`src/rtl/cga_mac_apos_addr_gen.sv`:
```
// Multi-channel CGA MAC address generator: per-channel current-address registers
// updated on MCLK strobes, with an auto-increment burst engine and MCA/ECCR capture.
module cga_mac_apos_addr_gen #(
  parameter  int WIDTH      = 16,
  parameter  int CHANNELS   = 2,
  parameter  int MCA_WIDTH  = 10,
  parameter  int STEP_WIDTH = 4,
  parameter  int CNT_WIDTH  = 8,
  localparam int CHW        = (CHANNELS > 1) ? $clog2(CHANNELS) : 1
) (
  input  logic                  sysclk,
  input  logic                  sys_rst_n,
  input  logic                  MCLK,
  input  logic [CHW-1:0]        CHSEL,
  input  logic [2:0]            SRCSEL,
  input  logic [WIDTH-1:0]      PR_IN,
  input  logic [WIDTH-1:0]      ADD_IN,
  input  logic [WIDTH-1:0]      CD_IN,
  input  logic [STEP_WIDTH-1:0] STEP,
  input  logic                  BURST_START,
  input  logic [CNT_WIDTH-1:0]  BURST_LEN,
  input  logic                  BURST_ABORT,
  input  logic                  ECCRHIN,
  output logic [WIDTH-1:0]      ICA,
  output logic [WIDTH-1:0]      LCA,
  output logic [WIDTH-1:0]      NLCA,
  output logic [MCA_WIDTH-1:0]  MCA,
  output logic                  ECCR,
  output logic                  BURST_BUSY,
  output logic                  BURST_DONE
);

  typedef enum logic [1:0] {
    ST_IDLE = 2'd0,
    ST_RUN  = 2'd1,
    ST_DONE = 2'd2
  } state_t;

  localparam logic [2:0] SRC_PR  = 3'd1;
  localparam logic [2:0] SRC_ADD = 3'd2;
  localparam logic [2:0] SRC_CD  = 3'd3;
  localparam logic [2:0] SRC_INC = 3'd4;
  localparam logic [2:0] SRC_DEC = 3'd5;

  state_t               r_state;
  logic [CHW-1:0]       r_burstCh;
  logic [CNT_WIDTH-1:0] r_cnt;
  logic [WIDTH-1:0]     r_lca [CHANNELS];
  logic [MCA_WIDTH-1:0] r_mca;
  logic                 r_eccr;
  logic                 r_busy;
  logic                 r_done;

  logic [CHW-1:0]       w_chSel;
  logic [CHW-1:0]       w_activeCh;
  logic [2:0]           w_mode;
  logic [WIDTH-1:0]     w_lca;
  logic [WIDTH-1:0]     w_step;
  logic [WIDTH-1:0]     w_ica;

  // Out-of-range channel selects fold onto channel 0.
  assign w_chSel    = (int'(CHSEL) >= CHANNELS) ? '0 : CHSEL;
  assign w_activeCh = (r_state == ST_IDLE) ? w_chSel : r_burstCh;
  assign w_mode     = (r_state == ST_RUN) ? SRC_INC : SRCSEL;
  assign w_lca      = r_lca[w_activeCh];
  assign w_step     = WIDTH'(STEP);

  always_comb begin
    w_ica = w_lca;
    case (w_mode)
      SRC_PR:  w_ica = PR_IN;
      SRC_ADD: w_ica = ADD_IN;
      SRC_CD:  w_ica = CD_IN;
      SRC_INC: w_ica = w_lca + w_step;
      SRC_DEC: w_ica = w_lca - w_step;
      default: w_ica = w_lca;
    endcase
  end

  always_ff @(posedge sysclk or negedge sys_rst_n) begin
    if (!sys_rst_n) begin
      for (int i = 0; i < CHANNELS; i++) r_lca[i] <= '0;
      r_mca  <= '0;
      r_eccr <= 1'b0;
    end else if (MCLK) begin
      for (int i = 0; i < CHANNELS; i++) begin
        if (w_activeCh == CHW'(i)) r_lca[i] <= w_ica;
      end
      r_mca  <= w_ica[MCA_WIDTH-1:0];
      r_eccr <= ECCRHIN;
    end
  end

  // Burst engine; an abort in RUN still lets the coincident strobe step the address.
  always_ff @(posedge sysclk or negedge sys_rst_n) begin
    if (!sys_rst_n) begin
      r_state   <= ST_IDLE;
      r_burstCh <= '0;
      r_cnt     <= '0;
      r_busy    <= 1'b0;
      r_done    <= 1'b0;
    end else begin
      case (r_state)
        ST_IDLE: begin
          r_done <= 1'b0;
          if (BURST_START) begin
            r_burstCh <= w_chSel;
            r_cnt     <= BURST_LEN;
            if (BURST_LEN == '0) begin
              r_state <= ST_DONE;
              r_done  <= 1'b1;
            end else begin
              r_state <= ST_RUN;
              r_busy  <= 1'b1;
            end
          end
        end
        ST_RUN: begin
          if (BURST_ABORT) begin
            r_state <= ST_IDLE;
            r_busy  <= 1'b0;
            r_cnt   <= '0;
          end else if (MCLK) begin
            r_cnt <= r_cnt - CNT_WIDTH'(1);
            if (r_cnt == CNT_WIDTH'(1)) begin
              r_state <= ST_DONE;
              r_busy  <= 1'b0;
              r_done  <= 1'b1;
            end
          end
        end
        ST_DONE: begin
          r_state <= ST_IDLE;
          r_done  <= 1'b0;
        end
        default: begin
          r_state <= ST_IDLE;
          r_busy  <= 1'b0;
          r_done  <= 1'b0;
        end
      endcase
    end
  end

  assign ICA        = w_ica;
  assign LCA        = w_lca;
  assign NLCA       = w_lca + w_step;
  assign MCA        = r_mca;
  assign ECCR       = r_eccr;
  assign BURST_BUSY = r_busy;
  assign BURST_DONE = r_done;

endmodule

```
`config.mk`:
```
export PLATFORM = sky130hd
export DESIGN_NAME = cga_mac_apos_addr_gen
export DESIGN_NICKNAME = d
export VERILOG_FILES = /design/src/rtl/cga_mac_apos_addr_gen.sv
export SDC_FILE = /design/constraint.sdc
export NUM_CORES = 1
export LEC_CHECK = 0
export BUFFER_PORTS_ARGS = -buffer_cell sky130_fd_sc_hd__buf_2
export CAP_MARGIN = 15
export CELL_PAD_IN_SITES_DETAIL_PLACEMENT = 0
export CELL_PAD_IN_SITES_GLOBAL_PLACEMENT = 1
export CORE_MARGIN = 4
export CORE_UTILIZATION = 38
export CTS_CLUSTER_DIAMETER = 30
export DETAILED_ROUTE_END_ITERATION = 12
export PLACE_DENSITY = 0.79
export REMOVE_ABC_BUFFERS = 1
export SLEW_MARGIN = 15
export SYNTH_ARGS = -nofsm -noshare
export SYNTH_HDL_FRONTEND = slang
export SYNTH_SLANG_ARGS = --single-unit
```
`constraint.sdc`:
```
create_clock -name sysclk -period 4.7 [get_ports sysclk]
set_input_delay 0.235 -clock sysclk [delete_from_list [all_inputs] [get_ports sysclk]]
set_output_delay 0.235 -clock sysclk [all_outputs]
set_load 0.02 [all_outputs]
```
# == Word level (Yosys, flattened, before mapping) ==
# Cells that the tools add are included.
# classes
addsub,3
n_div,0
reduce_logical,10
eq_ne,15
shifts,0
order_cmp,1
n_mul,0
n_bitwise,3
mux,28
# op_table
op,n
$pmux W16 S5,1
$mux W16,3
$mux W8,3
$add A16 B4 Y16,1
$pmux W8 S2,1
$sub A16 B4 Y16,1
$mux W1,11
$mux W2,5
$reduce_and A3 Y1,3
$eq A8 B1 Y1 const B,1
$logic_not A8 Y1,1
$ne A2 B2 Y1 const B,4
$sub A8 B1 Y8 const B,1
$eq A3 B2 Y1 const B,2
$eq A3 B3 Y1 const B,2
$reduce_and A2 Y1,3
$reduce_and A5 Y1,1
$pmux W2 S2,1
$eq A3 B1 Y1 const B,1
$mux W3,1
$ne A3 B2 Y1 const B,1
$ne A3 B3 Y1 const B,1
$pmux W1 S3,1
$eq A2 B1 Y1 const B,1
8 further kinds,9
# word_totals
elab_cells,69
memories,0
ff_bits,56
out_inout_bits,61
input_bits,70
mem_bits_rw,0
romBits,0
latch_bits,0

# == Depth between registers and ports, before layout ==
# Gate-level depths: netlist of run 1.
# logic_depth
word_depth,8
depth_mapped,16
depth_no_buf,13

# == Least setup slack after synthesis of run 1 ==
# No wires, ideal clock.
# synth_path
kind,flip-flop to flip-flop
startpoint,register r_state[1]
endpoint,"register r_mca[9], in the netlist MCA[9]"
setup_ps,69
setup_slack_ps,160
period_less_slack_ps,4540
arrival_time_ps,4471
n_path_buf,2
stages_incl_launch_ff,15
path_cell_list,dfrtp_1 or3b_1 clkbuf_1 nand2_1 buf_2 mux2i_1 inv_1 ha_1 or3b_2 a21oi_1 o22ai_1 xnor2_1 a21oi_1 a211oi_1 mux2_2
# synth_between
elab_chain_len,8
word_cells_on_any_way,16
classes_between,add/sub (2); eq/ne (6); mux (6); bitwise (1); reduce/logical (1)
# synth_rtl
element,line,text
start: declaration,45,state_t r_state;
start signal: assignment,97,r_state <= ST_IDLE;
start signal: assignment,110,r_state <= ST_DONE;
start signal: assignment,113,r_state <= ST_RUN;
$logic_not A2 Y1,63,assign w_activeCh = (r_state == ST_IDLE) ? w_chSel : r_burstCh;
$mux W1,63,
$not A1 Y2 (implied by the code),65,assign w_lca = r_lca[w_activeCh];
$mux W16 (implied by the code) (3 in series),65,
net LCA[1],25,"output logic [WIDTH-1:0] LCA,"
$add A16 B4 Y16,--,
net NLCA[9],26,"output logic [WIDTH-1:0] NLCA,"
$pmux W16 S5,70,case (w_mode)
net ICA[9],24,"output logic [WIDTH-1:0] ICA,"
end signal: assignment,89,r_mca <= w_ica[MCA_WIDTH-1:0];
end: declaration,49,logic [MCA_WIDTH-1:0] r_mca;
# The timed path passes the listed nets, and every way through them passes these cells. The select of a mux whose other input is x is not followed.
# A chain may end at the register's enable or synchronous reset.

# == Worst setup path after layout of run 1 ==
# layout_path
startpoint,register r_state[0]
endpoint,output ICA[13]
# layout_between
elab_chain_len,8
word_cells_on_any_way,16
classes_between,add/sub (2); eq/ne (6); mux (6); bitwise (1); reduce/logical (1)
# layout_rtl
element,line
$logic_not A2 Y1,63
$mux W1,63
$not A1 Y2 (implied by the code),65
$mux W16 (implied by the code) (3 in series),65
$sub A16 B4 Y16 / $add A16 B4 Y16 (equally long branches),"75, 74"
$pmux W16 S5 (*),70
end: declaration,24
# Mark *: on every way between the ends. The rest lies on a longest branch, timed or not. The select of a mux whose other input is x is not followed.

==> results of run 1 <==
## power by group through the flow
stage               logic [W]  clock network [W]  registers (W)
floorplan             0.00135                  0       0.000864
global placement      0.00212                  0       0.000864
detailed placement    0.00212                  0       0.000867
CTS                   0.00213           0.000393       0.000860
global route          0.00234           0.000413       0.000893
finish                0.00215           0.000381       0.000867
## through the flow
step | hold WS, ns | cell area [um2] | std cells | total power, W
after floorplan | -0.0606 | 4220 | 482 | 0.00222
after global placement | 0.404 | 5170 | 768 | 0.00298
after detailed placement | 0.415 | 5170 | 768 | 0.00299
after CTS | 0.101 | 5320 | 775 | 0.00338
after global routing | 0.135 | 5350 | 775 | 0.00365
final | 0.0651 | 5350 | 775 | 0.00340
## cell families (layout without fill, tap and decap cells)
group                      count (synthesis)  in the layout  share of synthesized area
muxes                                     38             38                     0.0971
DFF                                       56             56                      0.324
and+or+nand+nor                          164            164                      0.196
AOI/OAI and AO/OA                        166            166                      0.261
xor gates and xnor gates                  16             16                     0.0324
buffers and inverters                     56            183                     0.0515
adders and majority gates                 12             12                     0.0382
## critical path: cells and delay by family, from the launching register on
kind	cells	cell delay (ns)
adder cells (fa/ha/maj)	1	0.30
AND/OR/NAND/NOR	4	1.21
AO/OA/AOI/OAI	4	1.13
multiplexers	1	0.27
XOR/XNOR	1	0.09
buffers and inverters	3	0.50
flip-flops	1	0.49
## path summary, 6_finish.rpt
| path | slack (ns) | endpoint | cells past startpoint |
|---|---|---|---|
| max in group asynchronous | 4.12 | r_state[0] | 2 |
| min in group sysclk | 0.19 | ECCR | 2 |
| setup / recovery | 0.20 | ICA[13] | 14 |
| hold / removal | 0.07 | r_lca[15] | 2 |
| setup reg to reg | 0.53 | r_lca[15] | 14 |
| hold reg to reg | 0.48 | r_lca[2] | 2 |
## registers in the layout, summed over array words and instances, names as in the netlist
register,count
BURST_BUSY,1
BURST_DONE,1
ECCR,1
MCA,10
r_burstCh,1
r_cnt,8
r_lca,32
r_state,2
## cells in the mapped netlist (4+ instances only)
cell type | number | area, um2
o2111ai_1 | 4 | 35.0
nand3_1 | 13 | 65.1
and3_1 | 9 | 56.3
xnor2_1 | 13 | 114
clkbuf_1 | 21 | 78.8
a211oi_1 | 8 | 60.1
a31oi_1 | 5 | 31.3
a22oi_1 | 13 | 97.6
nand2b_1 | 4 | 25.0
nor2b_1 | 6 | 37.5
o31ai_1 | 10 | 75.1
o21ai_0 | 33 | 165
inv_1 | 29 | 109
nor2_1 | 30 | 113
a211o_1 | 4 | 35.0
mux2_2 | 28 | 315
nand2_1 | 43 | 161
a21o_1 | 5 | 37.5
o21a_1 | 5 | 37.5
nor4_1 | 7 | 43.8
a21oi_1 | 36 | 180
mux2i_1 | 9 | 90.1
ha_1 | 10 | 125
dfrtp_1 | 56 | 1400
buf_2 | 4 | 20.0
nand4_1 | 13 | 81.3
nor3_1 | 15 | 75.1
a222oi_1 | 10 | 100
a2111oi_0 | 4 | 35.0
or3_1 | 7 | 43.8
## timing repair
action / 4_1_cts / 5_1_grt
endpoints found under the setup margin: 0 / 7
gates resized for setup: 0 / 8
buffers inserted: 0 / 0
## layout make-up
cell class,instances,share of cell area
Multi-Input combinational cell,396,0.512
Sequential cell,56,0.262
Timing Repair Buffer,146,0.144
Tap cell,140,0.0327
Clock buffer,7,0.0285
Inverter,30,0.0210
## metal layers
layer | part of all wire | wire, um
met5 | 0 | 0
met2 | 0.46 | 6630
met4 | 0.0093 | 134
met3 | 0.072 | 1030
met1 | 0.46 | 6640
==> qor.csv, run 1 <==
stage,metric,value,unit
floorplanning,rows,38,
setup_path,crit_slowest_cell,or3b_2,
setup_path,cp-start-kind,flip-flop,
clock_tree,clock-sinks,56,
status,outcome,finished clean,
floorplanning,dieArea,0.0132,mm2
global_route,use_met1,0.304,
timing,worst_pin_slew,0.929,ns
setup_path,endpoint_kind,primary output,
drt,first_pass_iters,5,
timing,period_minus_slack,4.50,ns
setup_path,path_cells,"or3b_1, nand2_1, mux2i_2, inv_1, ha_1, or3b_2, a21o_1, a222oi_1, buf_4, xor2_1, a211o_1, a21oi_1, nor2_1, buf_2",
pwr,pwr-share-clk,0.112,
clock_tree,cts_tree,built,
pwr,irDropWorstVdd,363,uV
floorplanning,fp.dieH,115,um
timing,fin_crit_sh,0.958,
job,drv_cap,0,
floorplanning,die_x,115,um
place,place_congestion,0.904,
timing,finalSetupTns,0,ns
pwr,seqPwrFrac,0.255,
global_route,antenna_found_initial,0,
drt,vias,4564,
finish,final_common_cell,buf_2,
setup_path,r2r_start,r_state[1],
finish,multiInputGateArea,0.00274,mm2
drt,ant_nets,0,
pwr,switching_share,0.504,
setup_path,critPathMaxStageDelay,0.52,ns
drt,routed_via_density,5.89,
drt,drt-wirelength-per-cell,18.6,um
clock_tree,numCtsBuffers,5,
timing,worst_slack,0.199,ns
hold_path,hp-class,in2async,
global_route,grt_max_degree,57,
global_route,grt_pass1_wl,22800,um
setup_path,critPathLaunch,r_state[0],
global_route,met2_usage,0.348,
synth,syn_area,0.00433,mm2
global_route,grt_usage,0.215,
setup_path,cp_max_fo,11,
pwr,p_sw,0.00172,W
finish,regArea,0.00140,mm2
drt,post-route-drc-count,0,
global_route,globalRouteMet3Util,0.0291,
pwr,p_per_area,635,mW/mm2
synth,ys_ff_latch,56,
setup_path,crit_required,4.47,ns
place,place_ws,0.495,ns
synth,synth_warnings,0,
clock_tree,cts-root-buf,clkbuf_16,
timing,setup_viol,0,
synth,ys_dominant_reg_cell,dfrtp_1,
floorplanning,core_area,0.0110,mm2
global_route,overflow,0,
pwr,combinationalPowerShare,0.633,
place,port_buffers,130,
setup_path,path_class,reg2out,
finish,final_util,0.487,
finish,area_delta_synth_final,23.7,%
pwr,power_leakage,2.50,nW
synth,syn_area_per_cell,8.52,um2
drt,wirelength,14400,um
timing,fmax,222,MHz
clock_tree,cts_buffer_depth,2,
synth,synth.distinct_cells,67,
clock_tree,cts_hold_buffers,0,
global_route,grt_busiest_layer,met2,
finish,diodes,0,
place,dp_hpwl,11400,um
timing,maxSlewViolCount,0,
clock_tree,clkSlewWorstSetupHoldPaths,0.07,ns
timing,finClkSkew,0.00499,ns
synth,syn_inst,508,
clock_tree,htreeDepth,2,
finish,drive_above_1_share,0.313,
clock_tree,clk_latency,0.29,ns
synth,ys_async_sr_fraction,1.00,
finish,fin_nets,717,
floorplanning,initial_utilization,0.394,
synth,synth_edf_count,0,
timing,grt_setup_unrepaired,no,
setup_path,cp.arrival,4.27,ns
timing,slew_headroom,0.380,
timing,hold_violations,0,
drt,drt_iter0_drc,384,
pwr,internal-power,0.00169,W
finish,nFillCells,1108,
finish,mostFrequentLayoutCells,"130 x buf_2, 55 x dfrtp_1, 43 x nand2_1",
global_route,grt_pass1_vias,4386,
floorplanning,ioPinCount,131,
synth,ys_seq_area_frac,0.324,
Note: power is estimated with default switching activity, not from simulation.
==> run 2: changes to the inputs <==
CAP_MARGIN = 20   (was 15)
CORE_ASPECT_RATIO = 0.75   (was not set)
clock period = 5.17 ns   (was 4.7 ns; I/O delays follow)
==> run 2 against run 1 <==
  * Global-route usage decreased by 0.098 points
  * Worst hold slack better by 0.021 ns
  * Wire length grew 1.4%
  * Core utilization shrank 0.80 points
==> qor.csv, run 2 (synthesis results as in run 1) <==
stage,metric,value,unit,change
pwr,seqPwrFrac,0.257,,was 0.255
timing,grt_setup_unrepaired,no,,unchanged
finish,drive_above_1_share,0.299,,was 0.313
setup_path,r2r_end,r_lca[11],,was r_lca[15]
setup_path,reg2reg_setup_slack,0.74,ns,was 0.53 ns
job,drv_cap,0,,unchanged
drt,drt_iter0_drc,480,,was 384
global_route,grt_usage,0.214,,was 0.215
timing,fmax,210,MHz,
floorplanning,ioPinCount,131,,unchanged
setup_path,critPathLaunch,r_state[1],,was r_state[0]
setup_path,crit_slowest_cell,dfrtp_1,,was or3b_2
drt,ant_nets,0,,unchanged
place,place_ws,0.571,ns,was 0.495 ns
drt,routed_via_density,5.93,,was 5.89
setup_path,cp.arrival,4.50,ns,was 4.27 ns
setup_path,crit_buf_inv,2,,was 3
timing,period_minus_slack,4.76,ns,
floorplanning,die_x,131,um,was 115 um
pwr,pwr-share-clk,0.107,,was 0.112
floorplanning,initial_utilization,0.393,,was 0.394
status,outcome,finished clean,,unchanged
clock_tree,numCtsBuffers,5,,unchanged
finish,area_delta_synth_final,22.1,%,was 23.7%
global_route,grt_pass1_vias,4262,,"was 4,386"
pwr,switching_share,0.513,,was 0.504
clock_tree,ctsResizeCount,0,,unchanged
timing,worst_slack,0.409,ns,was 0.199 ns
setup_path,endpoint_kind,primary output,,unchanged
setup_path,crit_required,4.91,ns,was 4.47 ns
setup_path,cp_max_fo,13,,was 11
place,dp_hpwl,11400,um,about the same
global_route,grt_max_degree,57,,unchanged
pwr,power_leakage,2.48,nW,was 2.50 nW
global_route,overflow,0,,unchanged
floorplanning,fp.dieH,100,um,was 115 um
timing,fin_crit_sh,0.921,,
clock_tree,htreeDepth,2,,unchanged
timing,hold_violations,0,,unchanged
setup_path,r2r_cells,12,,was 14
timing,worst_pin_slew,0.905,ns,was 0.929 ns
drt,first_pass_iters,5,,unchanged
floorplanning,rows,33,,was 38
clock_tree,clkSlewWorstSetupHoldPaths,0.07,ns,about the same
timing,finClkSkew,0.00583,ns,was 0.00499 ns
clock_tree,clock-sinks,56,,unchanged
setup_path,crit_family,compound AO/OA/AOI/OAI gates,,was simple AND/OR/NAND/NOR gates
place,place_congestion,0.912,,was 0.904
finish,max_flop_register,r_lca,,unchanged
finish,diodes,0,,unchanged
pwr,irDropWorstVdd,228,uV,was 363 uV
finish,mostFrequentLayoutCells,"130 x buf_2, 56 x dfrtp_1, 43 x nand2_1",,"was 130 x buf_2, 55 x dfrtp_1, 43 x nand2_1"
drt,post-route-drc-count,0,,unchanged
pwr,p_sw,0.00156,W,was 0.00172 W
global_route,antenna_found_initial,0,,unchanged
setup_path,cp-start-kind,flip-flop,,unchanged
hold_path,hp-class,in2async,,unchanged
drt,wirelength,14600,um,"was 14,400 um"
finish,fin_nets,715,,was 717
pwr,p_per_area,574,mW/mm2,was 635 mW/mm2
setup_path,cp.depth,12,,was 14
setup_path,path_cells,"or3b_1, nand2_1, mux2i_1, inv_1, ha_1, or3b_2, a21oi_1, nor2_1, a2111oi_0, xnor2_1, a211o_1, buf_2",,"was or3b_1, nand2_1, mux2i_2, inv_1, ha_1, or3b_2, a21o_1, a222oi_1, buf_4, xor2_1, a211o_1, a21oi_1, nor2_1, buf_2"
drt,vias,4586,,"was 4,564"
setup_path,r2r_start,r_state[1],,unchanged
timing,finalSetupTns,0,ns,unchanged
floorplanning,dieArea,0.0132,mm2,about the same
setup_path,critPathMaxStageDelay,0.53,ns,was 0.52 ns
timing,slew_headroom,0.396,,was 0.380
finish,largest_reg_flops,32,,unchanged
timing,setup_viol,0,,unchanged
setup_path,cp-endpoint,ICA[11],,was ICA[13]
place,port_buffers,130,,unchanged
global_route,grt_pass1_wl,23100,um,"was 22,800 um"
clock_tree,cts_tree,built,,unchanged
clock_tree,clk_latency,0.29,ns,about the same
timing,maxSlewViolCount,0,,unchanged
drt,drt-wirelength-per-cell,18.9,um,was 18.6 um
setup_path,path_class,reg2out,,unchanged
finish,nFillCells,1100,,"was 1,108"
finish,final_common_cell,buf_2,,unchanged
floorplanning,core_area,0.0110,mm2,about the same
clock_tree,cts_buffer_depth,2,,unchanged
clock_tree,cts-root-buf,clkbuf_16,,unchanged
pwr,internal-power,0.00148,W,was 0.00169 W
pwr,combinationalPowerShare,0.636,,was 0.633
[run 2: power groups by stage]
stage,Combinational (W),Clock [W],Sequential (W)
5_1_grt,0.00208,0.000349,0.000805
3_5_place_dp,0.00191,0,0.000781
6_report,0.00193,0.000326,0.000779
2_1_floorplan,0.00123,0,0.000785
3_3_place_gp,0.00189,0,0.000777
4_1_cts,0.00192,0.000334,0.000774
[run 2: through the flow]
step                hold WS [ns]  cell area [um2]  std cells   util  power (W)
global placement           0.438             5130        764  0.466    0.00267
CTS                        0.135             5270        771  0.478    0.00303
floorplan                -0.0371             4220        482      -    0.00201
detailed placement         0.448             5130        764  0.466    0.00269
global route               0.170             5290        773  0.480    0.00323
finish                    0.0857             5290        773  0.480    0.00303
[run 2: worst reg2reg max path, stage by stage (launching register included)]
cell	delay, ns
dfrtp_1	0.53
or3b_1	0.44
nand2_1	0.13
mux2i_1	0.43
inv_1	0.19
ha_1	0.32
or3b_2	0.50
a21oi_1	0.35
nor2_1	0.10
a2111oi_0	0.53
xnor2_1	0.15
a211o_1	0.37
mux2_2	0.28
[run 2: cell type report]
class,instances,area [um2],share of cell area
multi-input combinational,396,2700,0.511
sequential,56,1400,0.265
timing repair buffer,144,756,0.143
tap,140,175,0.0331
clock buffer,5,125,0.0237
inverter,30,113,0.0213
clock inverter,2,12.5,0.00237
[run 2: how the worst min path moves through the flow]
stage | startpoint | to | slack (ns) | depth (start not counted)
after detailed placement | sys_rst_n | MCA[7] | 0.45 | 2
after CTS | sys_rst_n | MCA[9] | 0.14 | 2
after global placement | sys_rst_n | MCA[5] | 0.44 | 2
after global routing | sys_rst_n | MCA[2] | 0.17 | 2
final | sys_rst_n | MCA[7] | 0.09 | 2
after floorplan | sys_rst_n | BURST_BUSY | -0.04 | 0
[run 2: layer usage]
metal  wire length [um]  GRT usage  part of all wire
met2               6030      0.319              0.41
met4                 66     0.0355            0.0045
met3               1260     0.0451             0.086
met1               7290      0.325              0.50
met5                  0          0                 0
[run 2: timing repair]
| action | CTS | global route |
|---|---|---|
| endpoints found under the setup margin | 0 | 1 |
| setup buffers | 0 | 2 |
| hold endpoints to repair | 0 | 0 |
| hold buffers | 0 | 0 |
